===== src/rtl/load_store_unit.sv =====
// load_store_unit: one-request-at-a-time RV32I load/store engine between the
// execute stage and a word-addressed, single-cycle-read data memory. Sub-word
// stores are performed as read-modify-write because the bus has no byte
// enables. Every output is a register, so no path exists from req_* to any
// output.
module load_store_unit #(
  parameter int DATA_WIDTH = 32
) (
  input  logic                  clk,
  input  logic                  rst,
  input  logic                  req_valid,
  output logic                  req_ready,
  input  logic                  req_store,
  input  logic [2:0]            req_funct3,
  input  logic [31:0]           req_addr,
  input  logic [DATA_WIDTH-1:0] req_wdata,
  input  logic [4:0]            req_rd,
  output logic                  resp_valid,
  output logic [4:0]            resp_rd,
  output logic [DATA_WIDTH-1:0] resp_rdata,
  output logic                  resp_err,
  output logic [31:0]           data_address,
  input  logic [DATA_WIDTH-1:0] r_data,
  output logic [DATA_WIDTH-1:0] w_data,
  output logic                  data_csn,
  output logic                  data_wen
);

  typedef enum logic [2:0] {
    IDLE    = 3'd0,
    READ    = 3'd1,
    CAPTURE = 3'd2,
    WRITE   = 3'd3,
    RESP    = 3'd4
  } state_t;

  state_t                  state_reg;
  // A request has been latched in IDLE and is decoded on the following edge.
  logic                    pending_reg;
  logic [31:0]             addr_reg;
  logic [2:0]              funct3_reg;
  logic                    store_reg;
  logic [DATA_WIDTH-1:0]   wdata_reg;
  logic [4:0]              rd_reg;

  logic                    misaligned;
  logic                    illegal;
  logic                    bad_req;
  logic                    is_sw;
  logic [31:0]             word_addr;

  // Extract and extend the addressed byte/halfword of a loaded word.
  function automatic logic [DATA_WIDTH-1:0] load_extract(
    input logic [DATA_WIDTH-1:0] word,
    input logic [1:0]            lane,
    input logic [2:0]            f3
  );
    logic [7:0]            b;
    logic [15:0]           h;
    logic [DATA_WIDTH-1:0] res;
    b = word[{lane, 3'b000} +: 8];
    h = lane[1] ? word[31:16] : word[15:0];
    case (f3)
      3'b000:  res = {{24{b[7]}}, b};
      3'b001:  res = {{16{h[15]}}, h};
      3'b100:  res = {24'd0, b};
      3'b101:  res = {16'd0, h};
      default: res = word;
    endcase
    return res;
  endfunction

  // Overlay the store byte/halfword onto the word read back from memory.
  function automatic logic [DATA_WIDTH-1:0] store_merge(
    input logic [DATA_WIDTH-1:0] word,
    input logic [15:0]           wd,
    input logic [1:0]            lane,
    input logic                  byte_op
  );
    logic [DATA_WIDTH-1:0] res;
    res = word;
    if (byte_op) begin
      res[{lane, 3'b000} +: 8] = wd[7:0];
    end else begin
      res[{lane[1], 4'b0000} +: 16] = wd[15:0];
    end
    return res;
  endfunction

  // Classify the latched request: alignment, legality, and the SW fast path.
  always_comb begin
    misaligned = 1'b0;
    illegal    = 1'b0;
    case (funct3_reg[1:0])
      2'b01:   misaligned = addr_reg[0];
      2'b10:   misaligned = (addr_reg[1:0] != 2'b00);
      default: misaligned = 1'b0;
    endcase
    if (store_reg) begin
      illegal = funct3_reg[2] || (funct3_reg[1:0] == 2'b11);
    end else begin
      illegal = (funct3_reg == 3'b011) || (funct3_reg[2:1] == 2'b11);
    end
    bad_req   = misaligned || illegal;
    is_sw     = store_reg && (funct3_reg == 3'b010);
    word_addr = {2'b00, addr_reg[31:2]};
  end

  // Main FSM: sequences the bus cycles and registers every output.
  always_ff @(posedge clk) begin
    if (rst) begin
      state_reg    <= IDLE;
      pending_reg  <= 1'b0;
      addr_reg     <= '0;
      funct3_reg   <= '0;
      store_reg    <= 1'b0;
      wdata_reg    <= '0;
      rd_reg       <= '0;
      req_ready    <= 1'b0;
      resp_valid   <= 1'b0;
      resp_err     <= 1'b0;
      resp_rd      <= '0;
      resp_rdata   <= '0;
      data_csn     <= 1'b1;
      data_wen     <= 1'b1;
      data_address <= '0;
      w_data       <= '0;
    end else begin
      resp_valid <= 1'b0;
      data_csn   <= 1'b1;
      data_wen   <= 1'b1;
      case (state_reg)
        IDLE: begin
          if (pending_reg) begin
            pending_reg <= 1'b0;
            if (bad_req) begin
              state_reg  <= RESP;
              resp_valid <= 1'b1;
              resp_err   <= 1'b1;
              resp_rd    <= store_reg ? 5'd0 : rd_reg;
              resp_rdata <= '0;
            end else if (is_sw) begin
              state_reg    <= WRITE;
              data_csn     <= 1'b0;
              data_wen     <= 1'b0;
              data_address <= word_addr;
              w_data       <= wdata_reg;
            end else begin
              state_reg    <= READ;
              data_csn     <= 1'b0;
              data_address <= word_addr;
            end
          end else if (req_ready && req_valid) begin
            pending_reg <= 1'b1;
            req_ready   <= 1'b0;
            addr_reg    <= req_addr;
            funct3_reg  <= req_funct3;
            store_reg   <= req_store;
            wdata_reg   <= req_wdata;
            rd_reg      <= req_rd;
          end else begin
            req_ready <= 1'b1;
          end
        end
        READ: begin
          state_reg <= CAPTURE;
        end
        CAPTURE: begin
          if (store_reg) begin
            state_reg <= WRITE;
            data_csn  <= 1'b0;
            data_wen  <= 1'b0;
            w_data    <= store_merge(r_data, wdata_reg[15:0], addr_reg[1:0],
                                     (funct3_reg[1:0] == 2'b00));
          end else begin
            state_reg  <= RESP;
            resp_valid <= 1'b1;
            resp_err   <= 1'b0;
            resp_rd    <= rd_reg;
            resp_rdata <= load_extract(r_data, addr_reg[1:0], funct3_reg);
          end
        end
        WRITE: begin
          state_reg  <= RESP;
          resp_valid <= 1'b1;
          resp_err   <= 1'b0;
          resp_rd    <= '0;
          resp_rdata <= '0;
        end
        RESP: begin
          state_reg <= IDLE;
          req_ready <= 1'b1;
        end
        default: begin
          state_reg <= IDLE;
        end
      endcase
    end
  end

endmodule


===== config.mk =====
export PLATFORM = sky130hd
export DESIGN_NAME = load_store_unit
export DESIGN_NICKNAME = d
export VERILOG_FILES = /design/src/rtl/load_store_unit.sv
export SDC_FILE = /design/constraint.sdc
export NUM_CORES = 1
export LEC_CHECK = 0
export CORE_MARGIN = 2
export CORE_UTILIZATION = 33
export DETAILED_ROUTE_END_ITERATION = 7
export GPL_TIMING_DRIVEN = 1
export PLACE_DENSITY = 0.67
export SYNTH_ARGS = -nofsm -noshare
export SYNTH_HDL_FRONTEND = slang
export SYNTH_SLANG_ARGS = --single-unit

===== constraint.sdc =====
create_clock -name clk -period 6.99 [get_ports clk]
set_clock_uncertainty 0.2 [all_clocks]
set_input_delay 1.398 -clock clk [delete_from_list [all_inputs] [get_ports clk]]
set_output_delay 1.398 -clock clk [all_outputs]
set_load 0.1 [all_outputs]

==> results of run 1 <==
## cells by family (layout without fill, tap and decap cells)
| family | count (synthesis) | in the layout | synth area share |
|---|---|---|---|
| simple gates | 320 | 320 | 0.182 |
| flops | 181 | 181 | 0.459 |
| mux | 48 | 48 | 0.0611 |
| other cells | 1 | 2 | 0.000475 |
| buf+inv | 89 | 263 | 0.0494 |
| compound gates | 293 | 293 | 0.236 |
| fa+ha+maj | 8 | 8 | 0.0127 |
## cell type report
cell class / count / area [um2]
timing repair buffer: 224 / 2210
multi-input combinational: 671 / 3910
tap: 319 / 399
inverter: 7 / 26.3
sequential: 181 / 3620
clock buffer: 19 / 443
clock inverter: 13 / 149
fill: 2276 / 12700
## cell usage in the layout, fill, tap and decap left out, drive strengths merged, types with 8 or more instances in the layout
cell type,n
clkdlybuf4s50,210
a21oi,138
nand2,167
nand2b,23
buf,14
a311oi,9
o2bb2ai,24
nand4,17
a211oi,34
ha,8
or3,9
o21ai,27
nor2b,9
dfxtp,181
a22oi,17
clkbuf,19
nor2,64
o22ai,15
and2,11
o211ai,8
a2bb2oi,8
inv,9
mux2i,46
## metrics by stage
stage	total power [W]	std cells	util	hold slack [ps]
6_report	0.00246	1434	0.458	253
5_1_grt	0.00256	1434	0.458	271
4_1_cts	0.00247	1434	0.458	252
3_5_place_dp	0.00151	1402	0.433	242
3_3_place_gp	0.00151	1402	0.433	240
2_1_floorplan	0.00137	941	-	231
## layer usage
metal	global-route usage	up-vias
li1	-	3650
met1	0.279	3510
met2	0.311	269
met3	0.0363	39
met4	0.0780	0
met5	0	-
## where the power goes
part | switching, W | internal [W] | total (W)
Combinational | 0.000254 | 0.000142 | 0.000396
Sequential | 0.0000305 | 0.00107 | 0.00110
Clock | 0.000425 | 0.000541 | 0.000966
## path summary, 6_finish.rpt
check | start | endpoint | slack [ps] | depth (start not counted)
hold reg to reg | wdata_reg[19] | wdata_reg[19] | 250 | 2
setup reg to reg | addr_reg[1] | resp_rdata[7] | 3560 | 10
setup / recovery | w_data[18] | w_data[18] | 3400 | 1
hold / removal | wdata_reg[19] | wdata_reg[19] | 250 | 2
==> flow_summary.json, run 1 <==
{
  "grt_max_degree": 90,
  "arrival_ps": 1990,
  "final_hold_viol_count": 0,
  "ant_nets": 0,
  "slowest_stage": "clkdlybuf4s50_1",
  "io_buffers": 211,
  "tightest_slew_ps": 1170,
  "met3RoutedLength_mm": 1.50,
  "grt_pass1_wl_mm": 40.0,
  "dieArea_mm2": 0.0252,
  "die_x_um": 159,
  "async_flop_share": 0,
  "setup_viol": 0,
  "worstPathMaxFanout": 2,
  "design_area_mm2": 0.0108,
  "area_growth_pct": 36.2,
  "ctsResizeCount": 0,
  "boundaryPins": 214,
  "critical_path.top_delay_family": "buffers and inverters",
  "drt-pass1-iter-count": 5,
  "crit_chain": "clkdlybuf4s50_1",
  "yosys.area.top_type": "dfxtp_1",
  "clock_latency_ps": 440,
  "status": "finished, final reports clean",
  "cts-buffers-inserted": 17,
  "fin_ws_ps": 3400,
  "worst_setup_path_end_kind": "output port",
  "grt_pass1_vias": 6839,
  "fin_crit_sh": 0.514,
  "antenna_found_initial": 0,
  "relSlewSlack": 0.215,
  "synth_ff_type": "dfxtp_1",
  "drt-met1-wl_mm": 11.7,
  "crit_buf_inv": 1,
  "initial_utilization": 0.337,
  "fin_setup_tns_ps": 0,
  "fin_crit_ps": 3590,
  "syn_area_mm2": 0.00790,
  "vias": 7468,
  "max_freq_ghz": 0.278,
  "dp_hpwl_mm": 18.3,
  "grt_usage": 0.201,
  "synth.avg_cell_area_um2": 8.40,
  "power_per_cell_area_mw_per_mm2": 229,
  "irDropWorstVdd_mv": 0.108,
  "hold_buffers": 0,
  "grt_remaining_overflow": 0,
  "clock_path_buffers": 2,
  "ys_seq_elements": 181,
  "p_leak_nw": 3.80,
  "drt_iter0_drc": 684,
  "ys_seq_area_frac": 0.459,
  "h-tree-depth": 4,
  "rsz0062_at_grt": "no",
  "ys_top_cells_by_area": "dfxtp_1, a21oi_1, nand2_1, mux2i_1, a211oi_1",
  "ys_warn_count": 0,
  "yosysMostFrequentCell": "dfxtp_1",
  "cts_sinks": 181,
  "start_kind": "flip-flop",
  "cts_setup_buffers": 0,
  "finalNetCount": 1218,
  "clkTransAtPathRegs_ps": 70,
  "drv_slew": 0,
  "core_mm2": 0.0235,
  "drc": 0,
  "dp_slack_ps": 3150,
  "highest_layer": "met4",
  "setup.worst_path.class": "reg2out",
  "root_buffer": "clkbuf_16",
  "drt_wl_total_mm": 25.8,
  "dpl_cell_area_mm2": 0.0102,
  "synth.top_cells.by_count": "dfxtp_1, nand2_1, a21oi_1, nor2_1, clkbuf_1",
  "rows": 56,
  "diodes": 0,
  "vias_per_cell": 5.21,
  "synth-edff-count": 0,
  "dr_wl_met2_mm": 11.8,
  "hold_path.class": "reg2reg",
  "slowest_delay_ps": 1190,
  "routedWlPerCell_um": 18.0,
  "drv_cap": 0,
  "die_y_um": 159,
  "cts_tree": "yes",
  "cp_data_required_time_ps": 5390,
  "synthCells": 940,
  "ys_types": 50,
  "synth_top_area_share": 0.459,
  "place_congestion": 0.934,
  "drive_gt1_frac": 0.0547
}
(Power assumes the default switching activity.)
==> inputs of run 2 (changes only) <==
Clock period 6.99 ns to 3.5 ns, I/O delays scaled along.
==> run 2 against run 1 <==
Total power increased by 100%. Sequential power increased by 99%. Sequential share of layout area increased by 0.49 points. Die area unchanged. Global-route usage decreased by 0.19 points. Design area decreased by 1.4%. Largest power group unchanged.
==> flow_summary.json, run 2 (synthesis results as in run 1) <==
{
  "fin_setup_tns_ps": 0,
  "power_per_cell_area_mw_per_mm2": 466,
  "intPower_w": 0.00345,
  "grt_max_degree": 66,
  "dp_hpwl_mm": 18.4,
  "p_clk_frac": 0.396,
  "layoutNonFillerInstCount": 1444,
  "area_growth_pct": 34.2,
  "core_mm2": 0.0235,
  "rsz0062_at_grt": "no",
  "cts_setup_buffers": 0,
  "finalNetCount": 1228,
  "grt_usage": 0.199,
  "final_hold_viol_count": 0,
  "max_freq_ghz": 0.354,
  "antenna_found_initial": 0,
  "cts_sinks": 181,
  "drt_iter0_drc": 680,
  "seqPwrFrac": 0.443,
  "place_congestion": 0.907,
  "fill_cells": 2316,
  "ff_latch_area_mm2": 0.00362,
  "diodes": 0,
  "grt_remaining_overflow": 0,
  "boundaryPins": 214,
  "cts-buffers-inserted": 17,
  "relSlewSlack": 0.548,
  "p_leak_nw": 4.06,
  "drv_slew": 0,
  "hold_path.class": "reg2reg",
  "clock_path_buffers": 2,
  "irDropWorstVdd_mv": 0.295,
  "drive_gt1_frac": 0.156,
  "cts_tree": "yes",
  "p_switching_w": 0.00149,
  "dp.cells": 1412,
  "dpl_cell_area_mm2": 0.00999,
  "whs_ps": 255,
  "vias_per_cell": 5.23,
  "design_area_mm2": 0.0106,
  "grt_pass1_vias": 6992,
  "arrival_ps": 2970,
  "clkTransAtPathRegs_ps": 70,
  "fin_ws_ps": 678,
  "drt_wl_total_mm": 25.6,
  "routedWlPerCell_um": 17.7,
  "die_x_um": 159,
  "ant_nets": 0,
  "final_common_cell": "dfxtp_1",
  "io_buffers": 211,
  "drv_cap": 0,
  "multiInputGateArea_mm2": 0.00391,
  "root_buffer": "clkbuf_16",
  "status": "finished, final reports clean",
  "setup.worst_path.class": "reg2reg",
  "initial_utilization": 0.337,
  "pwr-share-comb": 0.161,
  "cp_data_required_time_ps": 3650,
  "dp_slack_ps": 752,
  "fin_crit_ps": 2820,
  "worst_setup_path_end_kind": "flip-flop",
  "drt-pass1-iter-count": 5,
  "setup_viol": 0,
  "start_kind": "flip-flop",
  "drc": 0,
  "worstPathMaxFanout": 38,
  "h-tree-depth": 4,
  "swShare": 0.302,
  "final_cell_mix": "dfxtp_1, nand2_1, a21oi_1, buf_4, clkdlybuf4s50_1",
  "rows": 56,
  "fin_crit_sh": 0.806,
  "ctsResizeCount": 0,
  "vias": 7546,
  "die_y_um": 159,
  "dieArea_mm2": 0.0252,
  "grt_pass1_wl_mm": 40.0,
  "hold_buffers": 0,
  "clock_latency_ps": 440,
  "tightest_slew_ps": 676
}
## run 2: changes by cell type in the layout (fill, tap and decap cells not counted), sizes merged
cell and delta:
clkinv -2, clkbuf -2, inv +5, buf +114, bufinv -1, clkdlybuf4s50 -104
## run 2: per-layer routing
metal | track usage | vias up | part of all wire
met2 | 0.319 | 275 | 0.47
met5 | 0 | - | 0
met3 | 0.0353 | 27 | 0.061
li1 | - | 3669 | -
met4 | 0.0596 | 0 | 0.019
met1 | 0.274 | 3575 | 0.45
## run 2: stage by stage
stage	util	power, W
floorplan	-	0.00273
global placement	0.426	0.00302
detailed placement	0.426	0.00303
CTS	0.452	0.00498
global route	0.452	0.00514
finish	0.452	0.00494
## run 2: area by class of cell
class,count,area share
clock buffer,17,0.0401
sequential,181,0.342
timing repair buffer,234,0.192
multi-input combinational,671,0.369
clock inverter,15,0.0173
tap,319,0.0376
inverter,7,0.00248
## run 2: worst max-delay path, cell delays in order, from the launching register on
cell,delay [ps]
dfxtp_1,340
buf_4,420
ha_1,390
nor4bb_1,340
buf_4,220
nand2_1,60
a311oi_1,430
a21oi_1,70
a211oi_1,230
## run 2: power by group through the flow
stage          Clock [W]  Combinational (W)  Sequential [W]
2_1_floorplan          0           0.000387         0.00234
3_3_place_gp           0           0.000785         0.00224
3_5_place_dp           0           0.000790         0.00224
4_1_cts          0.00200           0.000793         0.00219
5_1_grt          0.00208           0.000856         0.00220
6_report         0.00195           0.000797         0.00219
## run 2: final timing paths
check / startpoint / end / slack (ps) / cells after the start
hold / removal: addr_reg[3] / addr_reg[3] / 260 / 2
hold reg to reg: addr_reg[3] / addr_reg[3] / 260 / 2
setup / recovery: addr_reg[1] / w_data[28] / 680 / 8
setup reg to reg: addr_reg[1] / w_data[28] / 680 / 8
==> inputs of run 3 (changes only) <==
Clock period 3.5 ns to 2.7 ns, I/O delays scaled along.
==> run 3 against run 2 <==
Non-clock buffer count increased by 12. Critical path depth decreased by 1. Utilization grew 0.41 points. Clock power increased by 28%. Global-route usage down 0.080 points. Total power grew 29%. Via count up 0.45%. Cell count rose by 0.90%. Fmax up 17%. Critical path type unchanged. Largest power group unchanged. Highest routed layer unchanged.
==> flow_summary.json, run 3 (synthesis results as in run 1) <==
{
  "status": "finished, final reports clean",
  "irDropWorstVdd_mv": 0.312,
  "initial_utilization": 0.337,
  "place_congestion": 0.886,
  "die_y_um": 159,
  "grt_pass1_vias": 6926,
  "die_x_um": 159,
  "fin_crit_ps": 2420,
  "finalNetCount": 1240,
  "dieArea_mm2": 0.0252,
  "grt_pass1_wl_mm": 39.5,
  "fill_cells": 2324,
  "fin_crit_sh": 0.896,
  "rsz0062_at_grt": "no",
  "drv_slew": 0,
  "clock_path_buffers": 2,
  "slowest_stage": "a21oi_1",
  "hold_start": "wdata_reg[17]",
  "grt_remaining_overflow": 0,
  "clkTransAtPathRegs_ps": 70,
  "drive_gt1_frac": 0.165,
  "grt_max_degree": 73,
  "hold_path.class": "reg2reg",
  "final_hold_viol_count": 0,
  "cts_sinks": 181,
  "cp_data_required_time_ps": 2850,
  "drc": 0,
  "r2r_cells": 7,
  "cts_setup_buffers": 0,
  "ant_nets": 0,
  "p_total_w": 0.00639,
  "grt_usage": 0.199,
  "drt_wl_total_mm": 25.7,
  "relSlewSlack": 0.588,
  "reg2reg_setup_slack_ps": 280,
  "h-tree-depth": 4,
  "final_common_cell": "dfxtp_1",
  "fin_util": 0.456,
  "dp_hpwl_mm": 18.4,
  "clock_latency_ps": 440,
  "ctsResizeCount": 0,
  "routedWlPerCell_um": 17.6,
  "drt_iter0_drc": 704,
  "final_cell_mix": "dfxtp_1, nand2_1, buf_4, a21oi_1, clkdlybuf4s50_1",
  "whs_ps": 250,
  "antenna_found_initial": 1,
  "setup_viol": 0,
  "rows": 56,
  "rr_endpoint": "w_data[9]",
  "slowest_delay_ps": 490,
  "drv_cap": 0,
  "p_leak_nw": 4.12,
  "setup.worst_path.class": "reg2reg",
  "power_per_cell_area_mw_per_mm2": 597,
  "drt-pass1-iter-count": 5,
  "cts_tree": "yes",
  "crit_chain": "inv_1 > ha_1 > nor2_1 > a21oi_1 > a22oi_1 > a2bb2oi_1 > a211oi_1",
  "worstHoldEndpoint": "wdata_reg[17]",
  "max_freq_ghz": 0.413,
  "core_mm2": 0.0235,
  "r2r-start": "funct3_reg[1]",
  "fin_setup_tns_ps": 0,
  "arrival_ps": 2570,
  "vias_per_cell": 5.20,
  "io_buffers": 211,
  "worst_setup_path_end_kind": "flip-flop",
  "multiInputGateArea_mm2": 0.00391,
  "cts-buffers-inserted": 17,
  "root_buffer": "clkbuf_16",
  "start_kind": "flip-flop",
  "ff_latch_area_mm2": 0.00362,
  "vias": 7580,
  "worstPathMaxFanout": 11,
  "tightest_slew_ps": 617,
  "min_delay_path_depth": 2,
  "boundaryPins": 214,
  "hold_buffers": 0,
  "area_growth_pct": 35.4
}
-- run 3: cell types whose count changed in the layout (fill, tap and decap cells not counted) --
cell / before / now
inv_8: 5 / 3
buf_4: 127 / 137
diode_2: 0 / 1
buf_12: 1 / 3
clkinvlp_4: 3 / 4
clkinv_8: 3 / 1
clkinv_4: 0 / 1
inv_6: 3 / 5
-- run 3: routing by layer --
layer,global-route usage,up-vias,part of all wire
met4,0.103,0,0.040
met2,0.305,295,0.44
met5,0,-,0
met1,0.266,3520,0.45
li1,-,3706,-
met3,0.0366,59,0.065
-- run 3: where the power goes --
group	internal [W]	switching, W	total, W
Sequential	0.00276	0.0000758	0.00284
Combinational	0.000393	0.000661	0.00105
Clock	0.00131	0.00119	0.00250
-- run 3: cell type report --
type | count | share of cell area
flip-flops and latches | 181 | 0.339
inverters | 7 | 0.00246
clock inverters | 15 | 0.0152
well taps | 319 | 0.0373
diodes | 1 | 0.000234
clock buffers | 17 | 0.0398
multi-input cells | 671 | 0.366
repair buffers | 246 | 0.201
-- run 3: critical path: cells and delay by family (launching register included) --
kind	cells	cell delay [ps]
AOI/OAI and AO/OA	4	1140
adders and majority gates	1	420
and+or+nand+nor	1	100
DFF	1	370
buffers and inverters	1	100
-- run 3: through the flow --
step	cells	setup WS (ps)	area (um2)
detailed placement	1424	230	10100
floorplan	941	145	7900
CTS	1456	303	10700
global placement	1424	256	10100
finish	1457	280	10700
global route	1457	107	10700
-- run 3: worst max path at each step --
stage / startpoint / endpoint / slack (ps) / cells past startpoint
after floorplan: addr_reg[1] / resp_rdata[1] / 140 / 9
after global placement: r_data[31] / resp_rdata[10] / 260 / 6
after detailed placement: r_data[31] / resp_rdata[8] / 230 / 6
after CTS: state_reg[1] / resp_rdata[20] / 300 / 6
after global routing: funct3_reg[1] / w_data[8] / 110 / 7
final: funct3_reg[1] / w_data[9] / 280 / 7
==> edit 1 (settings of run 1) <==
Register the output `resp_err` once more; this adds one clock of latency there. The other outputs are not delayed to match.
--- a/src/rtl/load_store_unit.sv
+++ b/src/rtl/load_store_unit.sv
@@ -34,6 +34,8 @@
     RESP    = 3'd4
   } state_t;
 
+  logic resp_err_s0;
+
   state_t                  state_reg;
   // A request has been latched in IDLE and is decoded on the following edge.
   logic                    pending_reg;
@@ -118,7 +120,7 @@
       rd_reg       <= '0;
       req_ready    <= 1'b0;
       resp_valid   <= 1'b0;
-      resp_err     <= 1'b0;
+      resp_err_s0  <= 1'b0;
       resp_rd      <= '0;
       resp_rdata   <= '0;
       data_csn     <= 1'b1;
@@ -136,7 +138,7 @@
             if (bad_req) begin
               state_reg  <= RESP;
               resp_valid <= 1'b1;
-              resp_err   <= 1'b1;
+              resp_err_s0 <= 1'b1;
               resp_rd    <= store_reg ? 5'd0 : rd_reg;
               resp_rdata <= '0;
             end else if (is_sw) begin
@@ -175,7 +177,7 @@
           end else begin
             state_reg  <= RESP;
             resp_valid <= 1'b1;
-            resp_err   <= 1'b0;
+            resp_err_s0 <= 1'b0;
             resp_rd    <= rd_reg;
             resp_rdata <= load_extract(r_data, addr_reg[1:0], funct3_reg);
           end
@@ -183,7 +185,7 @@
         WRITE: begin
           state_reg  <= RESP;
           resp_valid <= 1'b1;
-          resp_err   <= 1'b0;
+          resp_err_s0 <= 1'b0;
           resp_rd    <= '0;
           resp_rdata <= '0;
         end
@@ -198,5 +200,9 @@
     end
   end
 
+  always_ff @(posedge clk) begin
+    resp_err <= resp_err_s0;
+  end
+
 endmodule
 
Formal check against the unedited RTL: not equivalent (a bounded check fails within 4 cycles, from zero or initial values and one cycle with rst high).
==> edit 1 against run 1 <==
First-iteration DRC count fell by 0.58%. Sequential cell count rose by 1. Synthesized cell count fell by 0.11%. Setup slack got worse by 200 ps. Power rose by 1.8%. Clock power rose by 5%. Critical path depth rose by 7. Final area rose by 0.37%. Routed wire length fell by 3.1%. Count of clock-buffer cells in the layout fell by 1. Area after synthesis barely moved.
==> edit 1: results (changes against run 1) <==
.. list-table::
   :header-rows: 1

   * - Metric
     - Value
   * - Status
     - complete, no violations
   * - Peak ir drop on the vdd network
     - 0.000111 V (+2.7%)
   * - GRT Util Overall
     - 19.6% (-0.52 points)
   * - Cell depth of the worst hold path
     - 0 (-2)
   * - Sequential cell count
     - 182 (+0.55%)
   * - Relative contribution of the clock network to total power
     - 40.4% (+1.1 points)
   * - Portion of netlist area occupied by mux cells
     - 6.11% (about the same)
   * - Total power density per cell area
     - 232 nW/µm² (+1.4%)
   * - Diode count
     - 1 (+1)
   * - Placement Setup Slack
     - 3140 ps (-10.2 ps)
   * - FF/Latch Area
     - 3640 µm² (+0.55%)
   * - Top post-synthesis cells by count
     - 182 x sky130_fd_sc_hd__dfxtp_1, 172 x sky130_fd_sc_hd__nand2_1, 136 x sky130_fd_sc_hd__a21oi_1
   * - Largest cells by area after synthesis
     - sky130_fd_sc_hd__dfxtp_1 46%, sky130_fd_sc_hd__a21oi_1 8.6%, sky130_fd_sc_hd__nand2_1 8.2%, sky130_fd_sc_hd__mux2i_1 5.8%, sky130_fd_sc_hd__a211oi_1 3.2%
   * - Final estimated routing congestion in global placement
     - 0.873 (-6.6%)
   * - Proportion of synthesized chip area in sequential cells
     - 46.1% (+0.22 points)
   * - Worst hold path endpoint
     - resp_err
   * - Fraction of area in clock buffers and inverters
     - 5.80% (+0.30 points)
   * - Placed Area
     - 10200 µm² (about the same)
   * - Compound-gate portion of the synthesized area
     - 23.7% (+0.12 points)
   * - Routed vias
     - 7456 (-0.16%)
   * - Fraction of power spent switching nets
     - 29.3% (+0.43 points)
   * - DR iter-0 viols
     - 680 (-0.58%)
   * - Fraction of met3 tracks used by global routing
     - 4.44% (+0.81 points)
   * - Global-route wire length before repair
     - 39500 µm (-1.4%)
   * - Tot Pwr
     - 2.50 mW (+1.8%)
==> edit 1: cell types whose count changed after synthesis, sizes merged, moves of 2 or more <==
| cell | delta |
|---|---|
| and2 | +2 |
| nand2 | +5 |
| nand2b | -5 |
| nor2 | -2 |
| nor2b | -2 |
==> edit 1: worst max path at each step <==
stage / from / endpoint / slack [ps] / cells after the start
after global placement: r_data[31] / resp_rdata[22] / 3200 / 6
after CTS: addr_reg[1] / w_data[28] / 3280 / 8
final: addr_reg[1] / w_data[27] / 3200 / 8
after global routing: addr_reg[1] / w_data[26] / 2950 / 8
after floorplan: r_data[31] / resp_rdata[16] / 4140 / 6
after detailed placement: r_data[31] / resp_rdata[26] / 3140 / 6
==> edit 1: cells by family after synthesis <==
group | after synthesis
other | 1
multiplexers | 48
AO/OA/AOI/OAI | 294
AND/OR/NAND/NOR | 317
adder cells (fa/ha/maj) | 8
buffers and inverters | 89
flip-flops | 182
==> edit 2 (flow settings as in run 1) <==
Without the edit above. Reset style: asynchronous (`rst`), changed in one clocked block.
--- a/src/rtl/load_store_unit.sv
+++ b/src/rtl/load_store_unit.sv
@@ -107,7 +107,7 @@
   end
 
   // Main FSM: sequences the bus cycles and registers every output.
-  always_ff @(posedge clk) begin
+  always_ff @(posedge clk or posedge rst) begin
     if (rst) begin
       state_reg    <= IDLE;
       pending_reg  <= 1'b0;
Formal check against the unedited RTL: differs if rst is asserted again (counterexample within 4 cycles, from zero or initial values and one cycle with rst high); with rst held inactive, the same outputs for 4 cycles.
==> edit 2 against run 1 <==
Fmax down 2.2%. Die area up 8.4%. Final cell count down 11%. Final area up 7.1%. Area after synthesis up 8.6%. Sequential cell count unchanged. Via count down 13%. Setup slack worse by 82 ps. Routed wire length down 6.5%. Register-to-register slack better by 80 ps. Highest routed layer is now met5.
Power is not shown: default switching activity piles up to over one toggle a cycle in this logic, so the estimate is an artifact.
==> edit 2: results (changes against run 1) <==
.. list-table::
   :header-rows: 1

   * - Metric
     - Value
   * - Share of post-route cells with drive strength above 1
     - 21.1% (+16 points)
   * - Global-route wire length before repair
     - 36500 µm (-8.9%)
   * - Final estimated routing congestion in global placement
     - 0.809 (-13%)
   * - Final wirelength
     - 24100 µm (-6.5%)
   * - Average via count per standard cell
     - 5.10 (-2.0%)
   * - Reg-to-reg critical path endpoint
     - data_address[1]
   * - CP Capture Point
     - data_csn
   * - Clock edge transition at the registers on the reported setup and hold paths
     - 70 ps (about the same)
   * - FFs w/ async S/R, synth
     - 100% (+100 points)
   * - Launch point of the critical path
     - data_csn
   * - Worst-case headroom to the max-slew limit
     - 22.3% (+0.76 points)
   * - Antenna violations before repair
     - 5 (+5)
   * - Post-detailed-placement half-perimeter wirelength
     - 17300 µm (-5.4%)
   * - Number of instances resized during post-cts repair
     - 0 (unchanged)
   * - GRT Util Overall
     - 17.8% (-2.3 points)
   * - Net count, final
     - 1042 (-14%)
   * - Worst reg2reg path startpoint
     - addr_reg[0]
   * - Dominant delay contributor by cell family on the critical path
     - buffers and inverters
   * - DR iter-0 viols
     - 497 (-27%)
   * - Status
     - complete, no violations
   * - CTS Root Cell
     - sky130_fd_sc_hd__clkbuf_16
   * - Largest cells by area after synthesis
     - sky130_fd_sc_hd__dfrtp_1 52%, sky130_fd_sc_hd__mux2_2 18%, sky130_fd_sc_hd__nand2_1 2.6%, sky130_fd_sc_hd__nor2_1 2.4%, sky130_fd_sc_hd__mux2i_1 2.2%
   * - Path class of the lowest-slack min-delay path
     - flip-flop to flip-flop
   * - Dominant synthesized flop cell
     - sky130_fd_sc_hd__dfrtp_1
   * - Worst skew pair latency
     - 430 ps
   * - Yosys warning count
     - 0 (unchanged)
   * - Setup slack, reg-to-reg
     - 3640 ps (+80 ps)
   * - Number of global-route vias before repair
     - 6339 (-7.3%)
   * - Pre-antenna DRT Iters
     - 5 (unchanged)
   * - Buffers inserted by post-CTS timing repair
     - 0 (unchanged)
   * - Total number of H-tree levels
     - 4 (unchanged)
   * - Largest net degree at the start of global routing
     - 80 (-11%)
   * - Reg2reg path depth
     - 7 (-3)
   * - Clock buffer count from CTS
     - 17 (unchanged)
   * - Port-buffer cells
     - 211 (unchanged)
   * - Cell at the slowest stage of the critical path
     - sky130_fd_sc_hd__clkdlybuf4s50_1
   * - Proportion of synthesized chip area in sequential cells
     - 52.8% (+6.9 points)
   * - Top post-synthesis cells by count
     - 179 x sky130_fd_sc_hd__dfrtp_1, 137 x sky130_fd_sc_hd__mux2_2, 60 x sky130_fd_sc_hd__nand2_1
   * - Post-synthesis cell type count
     - 52 (+4.0%)
   * - Maximum buffer depth of the clock tree
     - 2 (unchanged)
   * - Crit Path Max Fanout
     - 1 (-1)
   * - Delay of the slowest critical-path stage
     - 1130 ps (-60 ps)
[edit 2: kinds of logic after synthesis]
logic type / Yosys count / share of synthesized area (%)
and+or+nand+nor: 166 / 9.04
adders and majority gates: 8 / 1.17
DFF: 181 / 52.8
AOI/OAI and AO/OA: 164 / 13.4
buffers and inverters: 64 / 3.40
muxes: 156 / 20.2
other: 1 / 0.0437
[edit 2: layout make-up]
cell class	count	area (µm²)
diodes	3	7.51
clock buffers	19	433
clock inverters	13	144
fillers	2396	14200
inverters	12	50.0
multi-input cells	496	3780
flip-flops and latches	181	4530
well taps	335	419
repair buffers	218	2160
[edit 2: stage by stage]
stage / cell area (µm²) / utilization [%] / setup WS [ps] / hold WS [ps] / instances
2_1_floorplan: 8590 / - / 480 / 277 / 741
3_3_place_gp: 10900 / 42.5 / 3330 / 263 / 1242
3_5_place_dp: 10900 / 42.5 / 3310 / 265 / 1242
4_1_cts: 11500 / 44.7 / 3290 / 281 / 1274
5_1_grt: 11500 / 44.7 / 3270 / 287 / 1274
6_report: 11500 / 44.7 / 3320 / 277 / 1277
[edit 2: worst min path at each step]
stage                         startpoint        endpoint  slack (ps)  cells after the start
after floorplan             addr_reg[26]    addr_reg[26]         280                      1
after global placement    resp_rdata[24]  resp_rdata[24]         260                      2
after detailed placement  resp_rdata[12]  resp_rdata[12]         270                      1
after CTS                 resp_rdata[12]  resp_rdata[12]         280                      1
after global routing      resp_rdata[12]  resp_rdata[12]         290                      1
final                     resp_rdata[12]  resp_rdata[12]         280                      1
[edit 2: per-layer routing]
layer | wire, µm | GRT usage [%] | part of all wire [%]
met2 | 11000 | 27.8 | 46
met1 | 10300 | 23.4 | 43
met3 | 2420 | 6.39 | 10
met5 | 27 | 0 | 0.11
met4 | 367 | 4.94 | 1.5
